### src/rtl/multi_blinky_pkg.sv
// Shared types for the multi-channel LED blinker: request modes and
// per-channel FSM states.
package multi_blinky_pkg;

  typedef enum logic [1:0] {
    MODE_OFF   = 2'd0,
    MODE_ON    = 2'd1,
    MODE_BLINK = 2'd2,
    MODE_BURST = 2'd3
  } mode_e;

  typedef enum logic [1:0] {
    ST_IDLE      = 2'd0,
    ST_STEADY_ON = 2'd1,
    ST_PHASE_ON  = 2'd2,
    ST_PHASE_OFF = 2'd3
  } chan_state_e;

endpackage

### src/rtl/multi_blinky_channel.sv
// One LED channel: steady off/on, endless blink, or a counted burst.
// A load always restarts the pattern from scratch.
module multi_blinky_channel
  import multi_blinky_pkg::*;
#(
  parameter int CounterWidth = 24,
  parameter int BurstWidth   = 8
) (
  input  logic                    clk_i,
  input  logic                    rst_i,
  input  logic                    i_load,
  input  logic [1:0]              i_mode,
  input  logic [CounterWidth-1:0] i_half_period,
  input  logic [BurstWidth-1:0]   i_burst_count,
  output logic                    o_led,
  output logic                    o_busy
);

  chan_state_e             r_state, w_state_nxt;
  logic [CounterWidth-1:0] r_cnt, w_cnt_nxt;
  logic [CounterWidth-1:0] r_hm1, w_hm1_nxt;
  logic [BurstWidth-1:0]   r_left, w_left_nxt;
  logic                    r_burst, w_burst_nxt;
  logic [CounterWidth-1:0] w_cfg_hm1;
  mode_e                   w_mode;

  // Half-period 0 behaves as 1; storing H-1 keeps H=max inside the counter.
  assign w_cfg_hm1 = (i_half_period == '0) ? '0 : i_half_period - 1'b1;
  assign w_mode    = mode_e'(i_mode);

  always_ff @(posedge clk_i or posedge rst_i) begin
    if (rst_i) begin
      r_state <= ST_IDLE;
      r_cnt   <= '0;
      r_hm1   <= '0;
      r_left  <= '0;
      r_burst <= 1'b0;
    end else begin
      r_state <= w_state_nxt;
      r_cnt   <= w_cnt_nxt;
      r_hm1   <= w_hm1_nxt;
      r_left  <= w_left_nxt;
      r_burst <= w_burst_nxt;
    end
  end

  always_comb begin
    w_state_nxt = r_state;
    w_cnt_nxt   = r_cnt;
    w_hm1_nxt   = r_hm1;
    w_left_nxt  = r_left;
    w_burst_nxt = r_burst;
    if (i_load) begin
      w_cnt_nxt   = '0;
      w_hm1_nxt   = '0;
      w_left_nxt  = '0;
      w_burst_nxt = 1'b0;
      case (w_mode)
        MODE_OFF: w_state_nxt = ST_IDLE;
        MODE_ON:  w_state_nxt = ST_STEADY_ON;
        MODE_BLINK: begin
          w_state_nxt = ST_PHASE_ON;
          w_cnt_nxt   = w_cfg_hm1;
          w_hm1_nxt   = w_cfg_hm1;
        end
        MODE_BURST: begin
          if (i_burst_count == '0) begin
            w_state_nxt = ST_IDLE;
          end else begin
            w_state_nxt = ST_PHASE_ON;
            w_cnt_nxt   = w_cfg_hm1;
            w_hm1_nxt   = w_cfg_hm1;
            w_left_nxt  = i_burst_count;
            w_burst_nxt = 1'b1;
          end
        end
        default: w_state_nxt = ST_IDLE;
      endcase
    end else begin
      case (r_state)
        ST_PHASE_ON: begin
          if (r_cnt == '0) begin
            w_state_nxt = ST_PHASE_OFF;
            w_cnt_nxt   = r_hm1;
          end else begin
            w_cnt_nxt = r_cnt - 1'b1;
          end
        end
        ST_PHASE_OFF: begin
          if (r_cnt != '0) begin
            w_cnt_nxt = r_cnt - 1'b1;
          end else if (r_burst && r_left == BurstWidth'(1)) begin
            // Last off-phase of a burst done: park in IDLE.
            w_state_nxt = ST_IDLE;
            w_left_nxt  = '0;
            w_burst_nxt = 1'b0;
          end else begin
            w_state_nxt = ST_PHASE_ON;
            w_cnt_nxt   = r_hm1;
            if (r_burst) w_left_nxt = r_left - 1'b1;
          end
        end
        default: ;
      endcase
    end
  end

  always_comb begin
    o_led  = (r_state == ST_STEADY_ON) || (r_state == ST_PHASE_ON);
    o_busy = r_burst && ((r_state == ST_PHASE_ON) || (r_state == ST_PHASE_OFF));
  end

endmodule

### src/rtl/multi_blinky.sv
// Multi-channel LED blinker top: request decode plus one channel per LED.
// Define MULTI_BLINKY_ACTIVE_LOW_EN for active-low LED outputs.
module multi_blinky
  import multi_blinky_pkg::*;
#(
  parameter int NumChannels  = 4,
  parameter int CounterWidth = 24,
  parameter int BurstWidth   = 8,
  localparam int ChW = (NumChannels > 1) ? $clog2(NumChannels) : 1
) (
  input  logic                    clk_i,
  input  logic                    rst_i,
  input  logic                    cfg_valid_i,
  output logic                    cfg_ready_o,
  input  logic [ChW-1:0]          cfg_channel_i,
  input  logic [1:0]              cfg_mode_i,
  input  logic [CounterWidth-1:0] cfg_half_period_i,
  input  logic [BurstWidth-1:0]   cfg_burst_count_i,
  output logic [NumChannels-1:0]  led_o,
  output logic [NumChannels-1:0]  busy_o
);

  logic                   w_accept;
  logic [NumChannels-1:0] w_load;
  logic [NumChannels-1:0] w_led;

  // Never stalls; only reset holds off requests.
  assign cfg_ready_o = ~rst_i;
  assign w_accept    = cfg_valid_i & cfg_ready_o;

  // Out-of-range channel indices match no instance and are dropped.
  for (genvar g = 0; g < NumChannels; g++) begin : g_ch
    assign w_load[g] = w_accept && (cfg_channel_i == ChW'(g));

    multi_blinky_channel #(
      .CounterWidth(CounterWidth),
      .BurstWidth  (BurstWidth)
    ) u_ch (
      .clk_i        (clk_i),
      .rst_i        (rst_i),
      .i_load       (w_load[g]),
      .i_mode       (cfg_mode_i),
      .i_half_period(cfg_half_period_i),
      .i_burst_count(cfg_burst_count_i),
      .o_led        (w_led[g]),
      .o_busy       (busy_o[g])
    );
  end

`ifdef MULTI_BLINKY_ACTIVE_LOW_EN
  assign led_o = ~w_led;
`else
  assign led_o = w_led;
`endif

endmodule

### config.mk
export PLATFORM = sky130hd
export DESIGN_NAME = multi_blinky
export DESIGN_NICKNAME = d
export VERILOG_FILES = /design/src/rtl/multi_blinky_pkg.sv /design/src/rtl/multi_blinky_channel.sv /design/src/rtl/multi_blinky.sv
export SDC_FILE = /design/constraint.sdc
export NUM_CORES = 1
export LEC_CHECK = 0
export BUFFER_PORTS_ARGS = -buffer_cell sky130_fd_sc_hd__buf_2
export CORE_MARGIN = 1.5
export CORE_UTILIZATION = 40
export DETAILED_ROUTE_END_ITERATION = 7
export PLACE_DENSITY = 0.57
export SKIP_CTS_REPAIR_TIMING = 1
export SYNTH_ARGS = -nofsm -noshare
export SYNTH_HDL_FRONTEND = slang
export SYNTH_SLANG_ARGS = --single-unit
### constraint.sdc
create_clock -name clk_i -period 7.5 [get_ports clk_i]
set_input_delay 0.375 -clock clk_i [delete_from_list [all_inputs] [get_ports clk_i]]
set_output_delay 0.375 -clock clk_i [all_outputs]
set_load 0.005 [all_outputs]
; ---- Word level (Yosys, flattened, before mapping)
; Cells that the tools add are included.
[word_totals]
elab_cells = 218
input_bits = 39
romBits = 0
n_memories = 0
reg_bits = 236
output_inout_bits = 9
ram_bits = 0
latch_bits = 0
[classes]
magnitude_cmp = 0
mul = 0
bitwise_logic = 2
n_addsub = 9
div_mod_pow = 0
reduce_logical = 64
shift = 0
mux = 85
n_eq_ne = 38
[op_table]
columns = op, n
row1 = $mux 24, 18
row2 = $pmux 24 s2, 5
row3 = $mux 8, 22
row4 = $logic_not 24->1, 5
row5 = $sub 24x1->24 const B, 5
row6 = $reduce_bool 24->1, 4
row7 = $reduce_and 3->1, 12
row8 = $mux 2, 17
row9 = $eq 8x1->1 const B, 4
row10 = $sub 8x1->8 const B, 4
row11 = $eq 2x2->1 const B, 12
row12 = $reduce_bool 3->1, 8
row13 = $mux 1, 18
row14 = $ne 4x2->1 const B, 4
row15 = $pmux 2 s2, 4
row16 = $reduce_bool 2->1, 8
row17 = $eq 2x1->1 const B, 6
row18 = $logic_and 1x1->1, 12
row19 = $ne 3x1->1 const B, 4
row20 = $ne 3x2->1 const B, 4
row21 = $logic_not 8->1, 1
row22 = $logic_or 1x1->1, 8
row23 = $ne 2x1->1 const B, 4
row24 = $pmux 2 s4, 1
row25 = other kinds (4), 8

; ---- Depth between registers and ports, before layout
[logic_depth]
depth_word = 6
mapped_depth = 11

; ---- By module
; From an unflattened synthesis, not the netlist that was laid out.
[hier_totals]
cells_unflattened = 1850
area_unflattened_um2 = 15737.6
[modules_own_cells]
columns = module, n_inst, area_per_inst_um2, seq_area_each_um2, cells_each
row1 = multi_blinky_channel (g_ch[1].u_ch), 1, 4050.1, 1476.4, 463
row2 = multi_blinky_channel (g_ch[2].u_ch), 1, 3925.0, 1476.4, 465
row3 = multi_blinky_channel (g_ch[3].u_ch), 1, 3901.2, 1476.4, 458
row4 = multi_blinky_channel (g_ch[0].u_ch), 1, 3806.2, 1476.4, 459
row5 = multi_blinky, 1, 55.1, 0.0, 5

; ---- Worst setup path after synthesis
; Ideal clock, no wire load.
[synth_path]
kind = in2reg
start = in rst_i
end = reg g_ch[3].u_ch.r_cnt[21]
n_path_buf = 3
arrival_ps = 7070
setup_slack_ps = 284
cell_stages = 7
setup_ps = 146
required_time_ps = 7354
cell_sequence = inv_1 > and4_1 > clkbuf_1 > or2_2 > clkbuf_1 > clkbuf_1 > o221ai_1
[synth_between]
elab_chain_len = 5
[synth_lines]
columns = item, line_no
row1 = "start, declared", multi_blinky.sv:12  ; input logic rst_i,
row2 = $not 1->1 (*), multi_blinky.sv:28  ; assign cfg_ready_o = ~rst_i;
row3 = $and 1x1->1 (*), multi_blinky.sv:29  ; assign w_accept = cfg_valid_i & cfg_ready_o;
row4 = $logic_and 1x1->1 (*), multi_blinky.sv:33  ; assign w_load[g] = w_accept && (cfg_channel_i == ChW'(g));
row5 = $ne 4x2->1 (no line) / $reduce_bool 3->1 (equally long branches), n/a
row6 = $reduce_and 2->1 (no line), n/a
row7 = "end signal, assigned", multi_blinky_channel.sv:40  ; r_cnt <= w_cnt_nxt;
row8 = "end, declared", multi_blinky_channel.sv:20  ; logic [CounterWidth-1:0] r_cnt, w_cnt_nxt;
; Mark *: on every way between the ends. The rest lies on a longest branch, timed or not.
; A chain may end at the register's enable or synchronous reset.

; ---- Final worst setup path
[layout_path]
start = reg g_ch[3].u_ch.r_cnt[16]
end = reg g_ch[3].u_ch.r_left[5]
[layout_between]
elab_chain_len = 3
[layout_lines]
columns = item, line_no
row1 = $reduce_bool 24->1, multi_blinky_channel.sv:90  ; if (r_cnt != '0) begin
row2 = $ne 2x1->1 (no line), n/a
row3 = $reduce_and 3->1 (no line), n/a
row4 = "end signal, assigned", multi_blinky_channel.sv:42  ; r_left <= w_left_nxt;
row5 = "end, declared", multi_blinky_channel.sv:22  ; logic [BurstWidth-1:0] r_left, w_left_nxt;
; No other way between the ends.

==> metrics.log <==
INFO  metric final_setup_vio_count = 0
INFO  metric measured_slew_at_the_worst_slew_check_pin = 1.33 ns
INFO  metric post-route-drc-count = 0
INFO  metric fin_setup_tns = 0 ns
INFO  metric crit_path_max_fanout = 16
INFO  metric via_per_inst = 6.11
INFO  metric cts-buffers-inserted = 28
INFO  metric worst-endpoint-required = 7.95 ns
INFO  metric initialDrtViolationCount = 1092
INFO  metric routed_via_count = 13397
INFO  metric die_width = 192 um
INFO  metric tritoncts_clock_tree = done
INFO  metric grt_start_max_net_pins = 124
INFO  metric asyncSetResetFlopFracSynth = 100%
INFO  metric worstSetupPathType = reg -> reg
INFO  metric post_layout_nonfiller_instances = 2192
INFO  metric syn_area = 14300 um2
INFO  metric gr-usage-met3 = 3.40%
INFO  metric ff2ff_setup_slack = 4.06 ns
INFO  metric final_core_utilization = 44.8%
INFO  metric detailedRoute.firstPassIterationCount = 5
INFO  metric achievable-frequency = 0.291 GHz
INFO  metric routabilityCongestion = 0.876
INFO  metric nNetsFinal = 1773
INFO  metric groute.layer.met2.usage = 38.9%
INFO  metric grt-busiest-layer = met2
INFO  metric ff2ff_path_depth = 6
INFO  metric report.final.slew_viol_count = 0
INFO  metric max-clock-path-buffers = 3
INFO  metric initial_utilization = 40.3%
INFO  metric ir_worst_vdd = 184 uV
INFO  metric outcome = completed
INFO  metric maxCapViolations = 0
INFO  metric clk-insertion-delay-late = 0.56 ns
INFO  metric yosys_warning_total = 0
INFO  metric crit_path_max_incr_delay = 0.88 ns
INFO  metric number_of_enable_type_register_cells_in_the_synthesized_netlist = 0
INFO  metric syn-num-nets = 1784
INFO  metric layout-drive-gt1-share = 9.19%
INFO  metric die_ar = 36800 um2
INFO  metric final_hold_viol_count = 0
INFO  metric numPortBuffers = 47
INFO  metric cts.sinks = 236
INFO  metric clockRootBuffer = clkbuf_16
INFO  metric worst_ep_arrival_time = 3.88 ns
INFO  metric crit_path_end_kind = flip-flop
INFO  metric grt_pass1_wl = 73.2 mm
INFO  metric final.period_utilization = 45.8%
INFO  metric synth_area_per_cell = 8.31 um2
INFO  metric global_route.overflow_total = 0
INFO  metric placed_cells_incl_taps = 2139
INFO  metric use_met1 = 36.3%
INFO  metric dp_hpwl = 30.9 mm
INFO  metric wl = 46.1 mm
INFO  metric synthCells = 1719
INFO  metric post_synth_num_cell_types = 77
INFO  metric fill_cells = 3559
INFO  metric slew-limit-headroom = 10.1%
INFO  metric cts_htree_levels = 1
INFO  metric layout-area-overhead-vs-synth = 10.9%
INFO  metric setup_repair_after_global_routing_missed_its_margin = false
INFO  metric reg2reg_from = g_ch[3].u_ch.r_cnt[16]$_DFFE_PP0P_
INFO  metric crit-reg2reg-capture = g_ch[3].u_ch.r_left[5]$_DFFE_PP0P_
INFO  metric synth_seq_area_share = 41.3%
INFO  metric post-layout-total-power = 4810 uW
INFO  metric crit_path_top_delay_cell = o21ai_1
INFO  metric type_of_element_launching_the_critical_path = flip-flop
INFO  metric fin_skew = 0.00898 ns
INFO  metric ioPinCount = 48
INFO  metric core_area = 35400 um2
INFO  metric worst_path_dominant_cell_family = compound AO/OA/AOI/OAI gates
INFO  metric avgRoutedWirePerCell = 21.0 um
INFO  metric die_y = 192 um
INFO  metric synth_ff_type = dfrtp_1
INFO  metric fp-row-count = 69
INFO  metric power_density = 304 nW/um2
INFO  metric post_drt_antenna_nets = 0
INFO  metric final.min_clock_period = 3.44 ns
INFO  metric clkSlewWorstSetupHoldPaths = 0.06 ns
INFO  metric grt_pass1_vias = 12744
INFO  metric antenna_found_initial = 2
INFO  metric grt_use_total = 25.4%
INFO  metric timing.critical_path.cells = or4_1 -> nor3_1 -> nand2_1 -> o21ai_1 -> o21ai_0 -> a22o_1
INFO  metric min_path_type = in -> async
INFO  metric leakage = 0.00644 uW
INFO  metric ys_seq_elements = 236
INFO  metric number_of_buffers_and_inverters_on_the_critical_path = 0
[worst reg2reg max path, cell delays in order, from the launching register on]
cell and delay, ns:
dfrtp_1 0.43, or4_1 0.55, nor3_1 0.70, nand2_1 0.19, o21ai_1 0.88, o21ai_0 0.27
a22o_1 0.30
[cell usage after synthesis, types with 10 or more instances]
library cell,n,area share (%)
nor2_1,148,3.9
a31oi_1,48,2.1
nor3_1,59,2.1
o211ai_1,32,1.7
o22a_1,12,0.74
nor4_1,40,1.8
clkbuf_1,87,2.3
dfrtp_1,236,41
a211oi_1,16,0.84
xnor2_1,30,1.8
and3_1,14,0.61
or4_1,18,0.95
buf_4,10,0.53
xor2_1,15,0.92
or2_2,12,0.53
ha_1,26,2.3
buf_2,13,0.46
nand3_1,33,1.2
and2_1,10,0.44
a22o_1,21,1.3
nand2_1,250,6.6
nand4_1,19,0.83
or3_1,22,0.96
inv_1,38,1.0
a21oi_1,85,3.0
o21ai_0,188,6.6
o22ai_1,18,0.79
a22oi_1,19,1.0
mux2i_1,14,0.98
o21a_1,11,0.58
nand2b_1,15,0.66
[worst max-delay path by stage]
stage	end	startpoint	cells after the start
after global routing	g_ch[3].u_ch.r_left[5]$_DFFE_PP0P_	g_ch[3].u_ch.r_cnt[16]$_DFFE_PP0P_	6
final	g_ch[3].u_ch.r_left[5]$_DFFE_PP0P_	g_ch[3].u_ch.r_cnt[16]$_DFFE_PP0P_	6
after floorplan	g_ch[3].u_ch.r_cnt[21]$_DFFE_PP0P_	rst_i	7
after detailed placement	g_ch[3].u_ch.r_left[5]$_DFFE_PP0P_	g_ch[3].u_ch.r_cnt[16]$_DFFE_PP0P_	6
after global placement	g_ch[2].u_ch.r_left[1]$_DFFE_PP0P_	g_ch[2].u_ch.r_cnt[14]$_DFFE_PP0P_	7
after CTS	g_ch[3].u_ch.r_left[5]$_DFFE_PP0P_	g_ch[3].u_ch.r_cnt[16]$_DFFE_PP0P_	6
[cell families after synthesis]
family / after synthesis / synth area share, %
xor gates and xnor gates: 45 / 2.76
and+or+nand+nor: 685 / 23.0
AOI/OAI and AO/OA: 554 / 24.7
DFF: 236 / 41.3
adders and majority gates: 26 / 2.28
muxes: 18 / 1.30
buffers and inverters: 155 / 4.61
[flip-flops by register name, indices dropped and copies added (netlist names)]
register           count
g_ch.u_ch.r_hm1       96
g_ch.u_ch.r_left      32
g_ch.u_ch.r_cnt       96
g_ch.u_ch.r_state      8
g_ch.u_ch.r_burst      4
[final cells by class]
| cell class | count | area [um2] | area share (%) |
|---|---|---|---|
| multi-input cells | 1328 | 7740 | 48.9 |
| repair buffers | 76 | 453 | 2.86 |
| clock buffers | 39 | 813 | 5.13 |
| well taps | 461 | 577 | 3.64 |
| flip-flops and latches | 236 | 5910 | 37.3 |
| diodes | 1 | 2.50 | 0.0158 |
| inverters | 38 | 150 | 0.948 |
| clock inverters | 13 | 195 | 1.23 |
[per-layer routing]
metal | up-vias | wire, um
met5 | - | 0
met4 | 0 | 1700
met3 | 89 | 2870
met2 | 423 | 20200
met1 | 6580 | 21300
li1 | 6305 | -
[power by group]
part	internal [uW]	switching, uW
clock network	925	564
registers	1620	377
logic	570	752
total	3120	1690
[metrics by stage]
step	cell area (um2)	hold slack [ns]	worst slack, ns
after floorplan	14300	0.440	0.284
after global placement	14800	0.455	4.28
final	15800	0.0339	4.06
after detailed placement	14800	0.463	4.18
after CTS	15800	0.0575	4.18
after global routing	15800	0.115	3.85
[cells in the final DEF (no fill, tap or decap), drive strengths merged, types with 11 or more instances in the layout]
master	n
a211oi	16
a21oi	85
a22o	21
a22oi	19
a31oi	48
and2	11
and3	14
buf	76
clkbuf	39
dfrtp	236
ha	26
inv	38
mux2i	14
nand2	250
nand2b	15
nand3	33
nand4	19
nor2	148
nor3	60
nor4	41
o211ai	32
o21a	11
o21ai	198
o22a	12
o22ai	18
or2	13
or3	22
or4	19
xnor2	30
xor2	15
Note: power is estimated with default switching activity, not from simulation.
